`config.mk`:
```
export PLATFORM = sky130hd
export DESIGN_NAME = param_alu
export DESIGN_NICKNAME = d
export VERILOG_FILES = /design/src/rtl/param_alu_pkg.sv /design/src/rtl/alu_divider.sv /design/src/rtl/param_alu.sv
export SDC_FILE = /design/constraint.sdc
export NUM_CORES = 1
export LEC_CHECK = 0
export ABC_AREA = 0
export CELL_PAD_IN_SITES_DETAIL_PLACEMENT = 1
export CELL_PAD_IN_SITES_GLOBAL_PLACEMENT = 1
export CORE_ASPECT_RATIO = 0.8
export CORE_MARGIN = 8
export CORE_UTILIZATION = 40
export CTS_CLUSTER_SIZE = 25
export DETAILED_ROUTE_END_ITERATION = 6
export GPL_TIMING_DRIVEN = 0
export PLACE_DENSITY_LB_ADDON = 0.3
export SLEW_MARGIN = 5
export SYNTH_ARGS = -nofsm -noshare
export SYNTH_HDL_FRONTEND = slang
export SYNTH_SLANG_ARGS = --single-unit
```
`constraint.sdc`:
```
create_clock -name clk -period 19.41 [get_ports clk]
set_clock_uncertainty 0.05 [all_clocks]
set_input_delay 1.941 -clock clk [delete_from_list [all_inputs] [get_ports clk]]
set_output_delay 1.941 -clock clk [all_outputs]
set_load 0.05 [all_outputs]
```
`src/rtl/param_alu_pkg.sv`:
```
// rtl/param_alu_pkg.sv - shared opcodes, FSM encoding and default width for param_alu
// Purpose: constants shared by param_alu and alu_divider.
//   DEFAULT_WIDTH : default operand/result width
//   alu_op_e      : 3-bit opcode encoding (111 reserved, behaves as clear)
//   alu_state_e   : control FSM states (IDLE, DIV_RUN)
package param_alu_pkg;

  localparam int DEFAULT_WIDTH = 16;

  typedef enum logic [2:0] {
    OP_NOP = 3'b000,
    OP_MUL = 3'b001,
    OP_ADD = 3'b010,
    OP_SUB = 3'b011,
    OP_DIV = 3'b100,
    OP_MAC = 3'b101,
    OP_CLR = 3'b110,
    OP_RSV = 3'b111
  } alu_op_e;

  typedef enum logic {
    ST_IDLE    = 1'b0,
    ST_DIV_RUN = 1'b1
  } alu_state_e;

endpackage

```
`src/rtl/alu_divider.sv`:
```
// rtl/alu_divider.sv - iterative restoring divider, one quotient bit per cycle
// Purpose: unsigned WIDTH-bit division over WIDTH iterations after a load.
// Ports:
//   clk, rst_n  : clock, synchronous active-low reset (aborts a running division)
//   i_start     : load dividend/divisor; iterations begin on the following edge
//   i_dividend  : dividend, captured on i_start
//   i_divisor   : divisor (non-zero), captured on i_start
//   o_done      : high during the cycle whose edge performs the last iteration
//   o_quotient  : quotient produced by the current iteration (final when o_done)
module alu_divider
  import param_alu_pkg::*;
#(
  parameter int WIDTH = DEFAULT_WIDTH
) (
  input  logic             clk,
  input  logic             rst_n,
  input  logic             i_start,
  input  logic [WIDTH-1:0] i_dividend,
  input  logic [WIDTH-1:0] i_divisor,
  output logic             o_done,
  output logic [WIDTH-1:0] o_quotient
);

  localparam int CW = $clog2(WIDTH + 1);

  logic [WIDTH-1:0] r_rem;
  logic [WIDTH-1:0] r_quo;
  logic [WIDTH-1:0] r_div;
  logic [CW-1:0]    r_cnt;
  logic             r_active;

  logic [WIDTH:0]   w_shift;
  logic             w_fits;
  logic [WIDTH-1:0] w_rem_next;
  logic [WIDTH-1:0] w_quo_next;

  // Shift the next dividend bit into the partial remainder. The shifted value
  // can reach WIDTH+1 bits, but once the divisor fits the difference is below
  // the divisor, so a WIDTH-bit modular subtract is exact.
  assign w_shift    = {r_rem, r_quo[WIDTH-1]};
  assign w_fits     = (w_shift >= {1'b0, r_div});
  assign w_rem_next = w_fits ? (w_shift[WIDTH-1:0] - r_div) : w_shift[WIDTH-1:0];
  assign w_quo_next = {r_quo[WIDTH-2:0], w_fits};

  assign o_done     = r_active && (r_cnt == CW'(WIDTH - 1));
  assign o_quotient = w_quo_next;

  always_ff @(posedge clk) begin
    if (!rst_n) begin
      r_rem    <= '0;
      r_quo    <= '0;
      r_div    <= '0;
      r_cnt    <= '0;
      r_active <= 1'b0;
    end else if (i_start) begin
      r_rem    <= '0;
      r_quo    <= i_dividend;
      r_div    <= i_divisor;
      r_cnt    <= '0;
      r_active <= 1'b1;
    end else if (r_active) begin
      r_rem <= w_rem_next;
      r_quo <= w_quo_next;
      if (o_done) begin
        r_active <= 1'b0;
        r_cnt    <= '0;
      end else begin
        r_cnt <= r_cnt + 1'b1;
      end
    end
  end

endmodule

```
`src/rtl/param_alu.sv`:
```
// rtl/param_alu.sv - parameterised registered ALU with accumulator and iterative divide
// Purpose: single-issue ALU; one-cycle ops plus a WIDTH-cycle divide.
// Ports:
//   clk, rst_n   : clock, synchronous active-low reset
//   in1, in2     : unsigned operands, captured on the accepting edge
//   alu_control  : opcode (see alu_op_e)
//   start        : request, accepted only while busy=0
//   busy         : divide in progress
//   out          : registered result / accumulator
//   zflag        : out == 0 (combinational)
//   dz_flag      : last completed op was divide by zero
//   ac_load      : one-cycle completion strobe, out valid in the same cycle
module param_alu
  import param_alu_pkg::*;
#(
  parameter int WIDTH = DEFAULT_WIDTH
) (
  input  logic             clk,
  input  logic             rst_n,
  input  logic [WIDTH-1:0] in1,
  input  logic [WIDTH-1:0] in2,
  input  logic [2:0]       alu_control,
  input  logic             start,
  output logic             busy,
  output logic [WIDTH-1:0] out,
  output logic             zflag,
  output logic             dz_flag,
  output logic             ac_load
);

  alu_state_e       r_state;
  alu_state_e       w_state_next;
  alu_op_e          w_op;
  logic             w_accept;
  logic             w_div_start;
  logic             w_div_done;
  logic [WIDTH-1:0] w_quotient;
  logic [WIDTH-1:0] w_prod;

  assign w_op        = alu_op_e'(alu_control);
  assign busy        = (r_state == ST_DIV_RUN);
  assign w_accept    = start && !busy;
  assign w_div_start = w_accept && (w_op == OP_DIV) && (in2 != '0);
  assign w_prod      = in1 * in2;
  assign zflag       = (out == '0);

  alu_divider #(
    .WIDTH(WIDTH)
  ) u_divider (
    .clk        (clk),
    .rst_n      (rst_n),
    .i_start    (w_div_start),
    .i_dividend (in1),
    .i_divisor  (in2),
    .o_done     (w_div_done),
    .o_quotient (w_quotient)
  );

  always_ff @(posedge clk) begin
    if (!rst_n) r_state <= ST_IDLE;
    else        r_state <= w_state_next;
  end

  always_comb begin
    w_state_next = r_state;
    case (r_state)
      ST_IDLE:    if (w_div_start) w_state_next = ST_DIV_RUN;
      ST_DIV_RUN: if (w_div_done)  w_state_next = ST_IDLE;
      default:    w_state_next = ST_IDLE;
    endcase
  end

  always_ff @(posedge clk) begin
    if (!rst_n) begin
      out     <= '0;
      dz_flag <= 1'b0;
      ac_load <= 1'b0;
    end else begin
      ac_load <= 1'b0;
      if (w_div_done) begin
        out     <= w_quotient;
        ac_load <= 1'b1;
      end else if (w_accept && (w_op != OP_NOP)) begin
        dz_flag <= 1'b0;
        ac_load <= 1'b1;
        case (w_op)
          OP_MUL: out <= w_prod;
          OP_ADD: out <= in1 + in2;
          OP_SUB: out <= in1 - in2;
          OP_MAC: out <= out + w_prod;
          OP_DIV: begin
            // Non-zero divisor: out holds and the strobe comes from the divider.
            if (in2 == '0) begin
              out     <= '1;
              dz_flag <= 1'b1;
            end else begin
              ac_load <= 1'b0;
            end
          end
          default: out <= '0;
        endcase
      end
    end
  end

endmodule

```
==> results.sh <==
export IMPL_path_class="in -> reg"
export IMPL_grt_usage=0.220
export IMPL_power_density_nw_per_um2=146
export IMPL_final_cell_mix="146 x inv_1, 141 x nand2_1, 98 x ha_1"
export IMPL_ys_seq_elements=73
export IMPL_synth_cells=1226
export IMPL_reg2reg_slack_ns=15.62
export IMPL_setup_worst_path_start_class="input pin"
export IMPL_io_pins=58
export IMPL_r2r_cells=13
export IMPL_synth_cell_types=81
export IMPL_reg2reg_from="u_divider.r_div[1]"
export IMPL_wl_per_cell_um=20.6
export IMPL_grt_overflow=0
export IMPL_fmax_ghz=0.100
export IMPL_avgSynthCellArea_um2=8.16
export IMPL_initial_core_util=0.409
export IMPL_gp_congestion=0.875
export IMPL_hp_start="u_divider.r_div[5]"
export IMPL_clockBufferDepth=2
export IMPL_area_growth_syn_to_layout_pct=12.3
export IMPL_worstMarginPinSlew_ns=0.991
export IMPL_worstPathArrival_ns=10.12
export IMPL_die_width_um=193
export IMPL_final_cells=1612
export IMPL_clock_latency_ns=0.33
export IMPL_hold_path_end="u_divider.r_div[5]"
export IMPL_die_area_um2=30300
export IMPL_ant_nets=0
export IMPL_worstPathRequired_ns=19.57
export IMPL_num_rows=51
export IMPL_slew_limit_headroom=0.334
export IMPL_ys_seq_area_frac=0.146
export IMPL_hold_path_class="reg -> reg"
export IMPL_drt_wl_total_mm=33.2
export IMPL_cts_buffers=9
export IMPL_worst_path_buf_inv=5
export IMPL_drt_pass1_iterations=5
export IMPL_grt_pass1_vias=9518
export IMPL_synthFlopType="dfxtp_1"
export IMPL_drv_slew=0
export IMPL_synth_edf_count=0
export IMPL_fin_crit_sh=0.514
export IMPL_avgViaCountPerCell=5.61
export IMPL_vias=9043
export IMPL_post_cts_setup_buffers=0
export IMPL_fin_tns_setup_ns=0
export IMPL_max_stage_delay_ns=0.85
export IMPL_grt_pass1_wl_mm=52.3
export IMPL_synth_compound_area_share=0.180
export IMPL_yosysWarnings=0
export IMPL_path_clk_slew_ns=0.06
export IMPL_postCtsResizedCells=0
export IMPL_dr_first_iter_drc_count=557
export IMPL_period_needed_ns=9.97
export IMPL_cts_tree="built"
export IMPL_p_leak_nw=4.98
export IMPL_port_buffers=53
export IMPL_synth_mux_area_frac=0.0302
export IMPL_postCtsHoldBufs=0
export IMPL_endpoint_kind="flip-flop"
export IMPL_syn_area_um2=10000
export IMPL_synthAdderAreaFrac=0.289
export IMPL_grt_max_degree=13
export IMPL_status="finished clean"
export IMPL_drc=0
export IMPL_cp_top_family="adder cells"
export IMPL_finalSetupViolCount=0
export IMPL_cp_common_cell="fa_1"
export IMPL_utilization=0.460
export IMPL_grt_setup_unrepaired="no"
export IMPL_drv_cap=0
export IMPL_crit_fanout=10
export IMPL_timing_rr_end="u_divider.r_rem[10]"
export IMPL_die_height_um=157
export IMPL_nets=1509
export IMPL_vdd_drop_max_mv=0.126
export IMPL_cp_slowest_cell="clkdlybuf4s50_1"
export IMPL_holdPathStages=2
export IMPL_clock_sinks=73
export IMPL_synthArstFlopShare=0
export IMPL_core_area_um2=24400
export IMPL_dp_cells=1597
export IMPL_cp_num_cells=27
export IMPL_synth_fp_nets=1445
export IMPL_antenna_found_initial=1
export IMPL_synth_xor_area_frac=0.0749
export IMPL_cts_root_buf="clkbuf_16"
export IMPL_synth_simple_area_share=0.202
export IMPL_synth_top_family_by_area="adder cells"
export IMPL_drive_above_1_share=0.0294
export IMPL_hold_violations=0
export IMPL_diodes=0
export IMPL_final_common_cell="inv_1"
export IMPL_dp_hpwl_mm=27.2
export IMPL_cts_htree_levels=3
## layout make-up
cell class	count	area (µm²)
timing repair buffer	53	531
multi-input combinational	949	7760
clock buffer	11	253
clock inverter	4	51.3
fill	2972	13200
buffer	58	230
sequential	73	1460
tap	318	398
inverter	146	548
## synth_stat cells, types with 17 or more instances
cell / number / area share
a21boi_0: 27 / 0.020
dfxtp_1: 73 / 0.15
fa_1: 83 / 0.17
xnor2_1: 52 / 0.046
a21oi_1: 57 / 0.029
clkbuf_1: 47 / 0.018
xor2_1: 31 / 0.027
ha_1: 98 / 0.12
mux2i_1: 29 / 0.029
o21ai_0: 50 / 0.025
nor2_1: 63 / 0.024
nor3_1: 17 / 0.0085
nand2_1: 141 / 0.053
inv_1: 146 / 0.055
and2_1: 88 / 0.055
## kinds of logic (layout without fill, tap and decap cells)
group,count (synthesis),in the layout
muxes,30,30
DFF,73,73
buffers and inverters,204,272
AOI/OAI and AO/OA,258,258
and+or+nand+nor,396,396
xor gates and xnor gates,84,84
adders and majority gates,181,181
## worst min-delay path, cell delays in order, from the launching register on
cell and delay [ns]:
dfxtp_1 0.31, nand2_1 0.05, a21boi_0 0.06
## state kept, by name, indices dropped and copies added, names as in the netlist
signal and cells:
ac_load 1, busy 1, dz_flag 1, out 16, u_divider.r_active 1, u_divider.r_cnt 5, u_divider.r_div 16, u_divider.r_quo 16
u_divider.r_rem 16
## how the worst max path moves through the flow
stage,from,slack [ns],end
after floorplan,in2[2],10.76,out[15]
after global placement,in2[1],9.32,out[15]
after detailed placement,in2[1],9.15,out[15]
after CTS,in2[1],9.50,out[15]
after global routing,in2[1],9.14,out[15]
final,in2[1],9.44,out[15]
## power by group
group	switching [mW]	total (mW)	internal (mW)
Combinational	0.782	1.30	0.515
Clock	0.0659	0.172	0.106
Sequential	0.0125	0.171	0.159
## per-stage QoR
stage	cell area [µm²]	total power [mW]	hold WS, ns	setup WS, ns
after floorplan	10000	1.09	0.393	10.76
after global placement	10900	1.42	0.405	9.32
after detailed placement	10900	1.46	0.411	9.15
after CTS	11200	1.64	0.419	9.50
after global routing	11200	1.79	0.437	9.14
final	11200	1.64	0.415	9.44
## metal layers
layer	GRT usage	vias up	wire, µm
li1	-	4260	-
met1	0.294	4484	15100
met2	0.358	250	15100
met3	0.0422	49	2190
met4	0.0588	0	841
met5	0	-	0
Note: power is estimated with default switching activity, not from simulation.
